==> config.mk <==
export PLATFORM = sky130hd
export DESIGN_NAME = app_mult16_seq_ctrl
export DESIGN_NICKNAME = d
export VERILOG_FILES = /design/src/rtl/app_mult16_seq_ctrl.sv
export SDC_FILE = /design/constraint.sdc
export NUM_CORES = 1
export LEC_CHECK = 0
export ABC_AREA = 1
export CAP_MARGIN = 20
export CELL_PAD_IN_SITES_DETAIL_PLACEMENT = 2
export CELL_PAD_IN_SITES_GLOBAL_PLACEMENT = 2
export CORE_ASPECT_RATIO = 0.9
export CORE_MARGIN = 4
export CORE_UTILIZATION = 30
export CTS_BUF_LIST = sky130_fd_sc_hd__clkbuf_2 sky130_fd_sc_hd__clkbuf_4 sky130_fd_sc_hd__clkbuf_8
export CTS_CLUSTER_DIAMETER = 30
export CTS_CLUSTER_SIZE = 10
export DETAILED_ROUTE_END_ITERATION = 16
export GPL_ROUTABILITY_DRIVEN = 0
export PLACE_DENSITY = 0.85
export SLEW_MARGIN = 0
export SYNTH_ARGS = -nofsm -noshare
export SYNTH_HDL_FRONTEND = slang
export SYNTH_SLANG_ARGS = --single-unit
==> constraint.sdc <==
create_clock -name clk -period 4.7 [get_ports clk]
set_input_delay 0.94 -clock clk [delete_from_list [all_inputs] [get_ports clk]]
set_output_delay 0.94 -clock clk [all_outputs]
set_load 0.05 [all_outputs]
==> src/rtl/app_mult16_seq_ctrl.sv <==
// Sequential signed 16x16 multiplier driving a shared 16x2 layer, one 2-bit slice per cycle.
// Optional macro APP_MULT_SKIP_ZERO_EN ends the run early once the remaining multiplier bits are 0.
module app_mult16_seq_ctrl #(
    parameter int unsigned width1 = 16
) (
    input  logic                    clk,
    input  logic                    rst,
    input  logic                    in_valid,
    output logic                    in_ready,
    input  logic [width1-1:0]       A,
    input  logic [width1-1:0]       B,
    input  logic                    abort,
    output logic [width1-1:0]       layer_a,
    output logic                    layer_b_low,
    output logic                    layer_b_high,
    output logic                    layer_top,
    output logic                    layer_cin,
    input  logic [width1+1:0]       layer_sum,
    output logic                    out_valid,
    input  logic                    out_ready,
    output logic [2*width1-1:0]     product,
    output logic                    busy
);

    localparam int unsigned AccW = 2 * width1 + 2;

    typedef enum logic [1:0] {
        StIdle = 2'd0,
        StRun  = 2'd1,
        StDone = 2'd2
    } state_e;

    state_e                 state_q;
    logic [2:0]             k_q;
    logic [width1-1:0]      a_q;
    logic [width1-1:0]      b_q;
    logic [AccW-1:0]        acc_q;
    logic [2*width1-1:0]    product_q;
    logic                   out_valid_q;

    logic [3:0]             shamt;
    logic [1:0]             slice;
    logic [AccW-1:0]        sum_ext;
    logic [AccW-1:0]        acc_next;
`ifdef APP_MULT_SKIP_ZERO_EN
    logic                   rest_zero;
`endif

    always_comb begin
        shamt    = {k_q, 1'b0};
        slice    = b_q[shamt +: 2];
        sum_ext  = {{(AccW - width1 - 2){layer_sum[width1+1]}}, layer_sum};
        // Slice k carries weight 4^k.
        acc_next = acc_q + (sum_ext << shamt);
`ifdef APP_MULT_SKIP_ZERO_EN
        rest_zero = ((b_q >> shamt) == '0);
`endif
    end

    always_comb begin
        in_ready     = (state_q == StIdle);
        busy         = (state_q != StIdle);
        out_valid    = out_valid_q;
        product      = product_q;
        layer_cin    = 1'b0;
        layer_a      = '0;
        layer_b_low  = 1'b0;
        layer_b_high = 1'b0;
        layer_top    = 1'b0;
        if (state_q == StRun) begin
            layer_a      = a_q;
            layer_b_low  = slice[0];
            layer_b_high = slice[1];
            layer_top    = (k_q == 3'd7);
        end
    end

    always_ff @(posedge clk or posedge rst) begin
        if (rst) begin
            state_q     <= StIdle;
            k_q         <= '0;
            a_q         <= '0;
            b_q         <= '0;
            acc_q       <= '0;
            product_q   <= '0;
            out_valid_q <= 1'b0;
        end else begin
            unique case (state_q)
                StIdle: begin
                    if (in_valid) begin
                        a_q     <= A;
                        b_q     <= B;
                        acc_q   <= '0;
                        k_q     <= '0;
                        state_q <= StRun;
                    end
                end
                StRun: begin
                    if (abort) begin
                        state_q <= StIdle;
                    end
`ifdef APP_MULT_SKIP_ZERO_EN
                    else if (rest_zero) begin
                        product_q   <= acc_q[2*width1-1:0];
                        out_valid_q <= 1'b1;
                        state_q     <= StDone;
                    end
`endif
                    else begin
                        acc_q <= acc_next;
                        k_q   <= k_q + 3'd1;
                        if (k_q == 3'd7) begin
                            product_q   <= acc_next[2*width1-1:0];
                            out_valid_q <= 1'b1;
                            state_q     <= StDone;
                        end
                    end
                end
                StDone: begin
                    // Abort and accept share the same exit; the result is simply not consumed.
                    if (abort || out_ready) begin
                        out_valid_q <= 1'b0;
                        state_q     <= StIdle;
                    end
                end
                default: begin
                    out_valid_q <= 1'b0;
                    state_q     <= StIdle;
                end
            endcase
        end
    end

endmodule
* Word-level counts from Yosys, hierarchy flattened *
Index checks and enable logic that the tools add are counted.
Widths: inputs -> output; s select.

cells by class
  mux-type cells = 19
  reductions and logical operators = 9
  bitwise operators = 2
  shift operators = 2
  equal/unequal tests = 8
  add/subtract/negate cells = 2

operator list
  cell                 number
  $mux 34              2
  $pmux 34 s2          1
  $add 34x34->34       1
  $shl 34x4->34        1
  $mux 16              1
  $shiftx 16x5->2      1
  $reduce_and 3->1     3
  $mux 2               4
  $mux 1               6
  $mux 3               2
  $ne 2x2->1 const B   3
  $pmux 2 s3           1
  $pmux 3 s2           1
  $reduce_and 4->1     1
  $reduce_bool 2->1    2
  $add 3x1->3 const B  1
  $eq 3x3->1 const B   1
  $ne 3x2->1 const B   1
  $pmux 1 s3           1
  $eq 2x1->1 const B   1
  $eq 2x2->1 const B   1
  $logic_not 2->1      1
  $ne 2x1->1 const B   1
  $not 1->1            2
  other kinds (2)      2

word-level totals
  output and inout bits = 55
  logic and storage cells = 49
  register bits after elaboration = 104
  input port bits = 55

* Depth between registers and ports, before layout *
  word-level depth = 4
  mapped depth = 21
  depth with buffers taken out = 20

* Least setup slack after synthesis *
No wires, ideal clock.

  path type = register to output
  start = reg k_q[1]
  end = out layer_b_high
  arrival = 2.210 ns
  buffers on the path = 2
  required time = 3.760 ns
  stages on the path, launching flop included = 6
  path slack = 1.550 ns
  path through = dfrtp_1 buf_2 clkinv_1 clkbuf_1 a21oi_1 a311oi_1

between the ends
  longest elaborated chain between the ends = 2

ends and longest elaborated chain
  element                   RTL line  text
  start: declaration        34        logic [2:0] k_q;
  start signal: assignment  111       k_q <= k_q + 3'd1;
  $shiftx 16x5->2           51        slice = b_q[shamt +: 2];
  $mux 1                    70        if (state_q == StRun) begin
  end: declaration          15        output logic layer_b_high,

Every way passes these cells.

* Final worst setup path *
  start = reg k_q[0]
  end = out layer_top

between the ends
  longest elaborated chain between the ends = 2

ends and longest elaborated chain
  element           RTL line  text
  $eq 3x3->1        74        layer_top = (k_q == 3'd7);
  $mux 1            70
  end: declaration  16        output logic layer_top,

Every way passes these cells.

==> results.md <==
* Final #Nets at 1283
* Dpl hpwl at 22.4 mm
* H-tree depth at 3
* Count leader, synth: nand2_1
* Hold Path Stages at 2
* R2R depth at 16
* Detailed Route Iter0 Violations at 349
* CTS Sinks at 102
* Slew HR at 44.7%
* Hold-fix buffers, CTS at 0
* Routed vias/inst at 4.94
* WP data required at 3.76 ns
* Hold Path Class: reg2reg
* Post-synth top area cell: dfrtp_1
* Port-buffer cells at 108
* Total CTS buffers at 9
* Post-synthesis sequential element count at 102
* Vias in the first global route at 8229
* Residual DRC at 0
* Layout Skew at 0.0206 ns
* Fillers at 2919
* Multiplexer share of the synthesized area at 0.985%
* Power share of the combinational group at 66.6%
* CTS resizes at 0
* RSZ-0062 raised after global routing: no
* Sequential power share at 22.8%
* Yosys warnings at 0
* Top delay family on crit path: buffers and inverters
* Max_cap viols at 0
* Vias at 7411
* Pwr per Cell Area at 641 nW/um2
* Reg clk slew, reported paths at 0.12 ns
* Post-Synth Adder-Cell Area at 6.08%
* CP Buf/Inv Count at 3
* CP peak stage delay at 0.84 ns
* Maximum VDD drop at 0.000224 V
* Hold WS at 0.490 ns
* Net Sw Frac at 56.0%
* First-pass GRT wire length at 44.6 mm
* Tcrit/Tclk final at 81.1%
* Remaining global-route overflow at 0
* Crit end category: output port
* Worst path most repeated cell: ha_1
* Worst-Skew Late Latency at 0.41 ns
* Arrival time worst endpoint at 2.87 ns
* Synthesized area at 7120 um2
* Syn avg cell area at 6.47 um2
* Count of cell types in the netlist at 36
* Sequential area share after synthesis at 35.9%
* Die width at 170 um
* Bufs on Longest Clock Path at 2
* Leakage at 4.68 nW
* Die Area at 26300 um2
* Largest net degree at the start of global routing at 59
* FP Rows at 53
* Initial antenna violation count at 0
* Yosys top cell area share at 35.9%
* Slew Limit Fails at 0
* Final setup violation count at 0
* Fin Setup TNS at 0 ns
* Crit path depth at 6
* Complex-gate fraction of the synthesized area at 8.99%
* Synth area leaders: dfrtp_1, nand2_1, inv_1
* Initial Utilization at 30.5%
* Ys flop type: dfrtp_1
* Slowest CP cell: clkdlybuf4s50_1
* Post-layout min period at 3.81 ns
* Largest family of logic cells by synthesized area: simple AND/OR/NAND/NOR gates
* Share of post-route cells with drive strength above 1 at 3.84%
* Ys async rst share at 100%
* Int Pwr at 0.00245 W
* Die Y at 154 um
* Slew @ Worst Pin at 0.830 ns
* Clock root cell: clkbuf_8
* Commonest cells post-synth: nand2_1, inv_1, dfrtp_1
* Simple-gate portion of the synthesized area at 35.5%
* Status: complete, no violations
* Post-CTS setup buffer count at 0
* Worst R2R Setup Slack at 1.31 ns
* Area Overhead vs Synth at 22.1%
* Total Routing Usage GR at 21.5%
* Syn_nets at 1189
* Io pins at 110
* Max FO, Critical Path at 33
* ANT cells at 0
* Mapped Cells at 1100
* TritonCTS clock tree: done
* F_max at 262 MHz
* Routed WL at 27.7 mm
* CP startpoint kind: register
* Sw power at 0.00312 W
* 1st-pass router iterations at 4
* Post-synth EDFFs at 0
* Finished Core Util at 37.2%
* Setup Crit Path Kind: reg2out
* Worst path cell trace: buf_4, ha_1, ha_1, inv_1, nor2_1, clkdlybuf4s50_1
* Wire per inst at 18.4 um
* Clock power share at 10.6%
* Final hold violations at 0
* Total core area at 23300 um2
* Synth Area in XOR/XNOR at 1.95%
* Post-route ant nets at 0
[through the flow]
| stage | setup WS [ns] | instances | total power (W) | area (um2) |
|---|---|---|---|---|
| floorplan | 1.08 | 1100 | 0.00375 | 7120 |
| global placement | 0.649 | 1485 | 0.00479 | 8490 |
| detailed placement | 0.623 | 1485 | 0.00498 | 8490 |
| CTS | 0.872 | 1501 | 0.00560 | 8680 |
| global route | 0.728 | 1501 | 0.00607 | 8680 |
| finish | 0.888 | 1501 | 0.00557 | 8680 |
[logic make-up after synthesis]
logic type	after synthesis
adders and majority gates	34
other	1
DFF	102
buffers and inverters	191
and+or+nand+nor	626
xor gates and xnor gates	15
muxes	7
AOI/OAI and AO/OA	124
[registers in the layout, summed over array words and instances (netlist names)]
signal	cells
acc_q	32
product	32
a_q	16
b_q	16
k_q	3
state_q	2
out_valid	1
[tightest hold or removal path, cell delays in order, from the launching register on]
cell and delay (ns):
dfrtp_1 0.36, nand2_1 0.05, nand2_1 0.05
[power groups by stage]
stage	sequential, W	clock (W)	combinational, W
floorplan	0.00142	0	0.00233
global placement	0.00127	0	0.00351
detailed placement	0.00129	0	0.00369
CTS	0.00127	0.000610	0.00372
global route	0.00130	0.000641	0.00413
finish	0.00127	0.000590	0.00371
[metal layers]
layer	global-route usage [%]	vias up	share of wire [%]
met3	4.45	17	4.9
met4	3.84	0	1.1
met5	0	-	0
li1	-	3583	-
met2	36.9	134	49
met1	28.2	3677	45
[final cells by class]
cell class,instances,area [um2],share of cell area [%]
Timing Repair Buffer,119,1160,13.4
Multi-Input combinational cell,807,3810,43.9
Clock inverter,7,72.6,0.836
Tap cell,302,378,4.35
Inverter,155,584,6.73
Sequential cell,102,2550,29.4
Clock buffer,9,124,1.43
[worst paths after layout]
kind	startpoint	endpoint
min in group asynchronous	rst	a_q[6]
min	b_q[5]	b_q[5]
max	k_q[0]	layer_top
max in group asynchronous	rst	a_q[14]
max reg2reg	k_q[0]	acc_q[28]
min reg2reg	b_q[5]	b_q[5]
[layout by cell type (no fill, tap or decap), types with 5 or more instances in the layout]
master / instances
a21oi_1: 27
buf_4: 11
clkbuf_8: 9
clkdlybuf4s50_1: 108
dfrtp_1: 102
ha_1: 33
inv_1: 147
inv_2: 5
mux2i_1: 7
nand2_1: 456
nand3_1: 69
nand4_1: 5
nor2_1: 72
nor3_1: 6
o21ai_0: 75
o21ai_1: 15
xnor2_1: 5
xor2_1: 9
(Power assumes the default switching activity.)
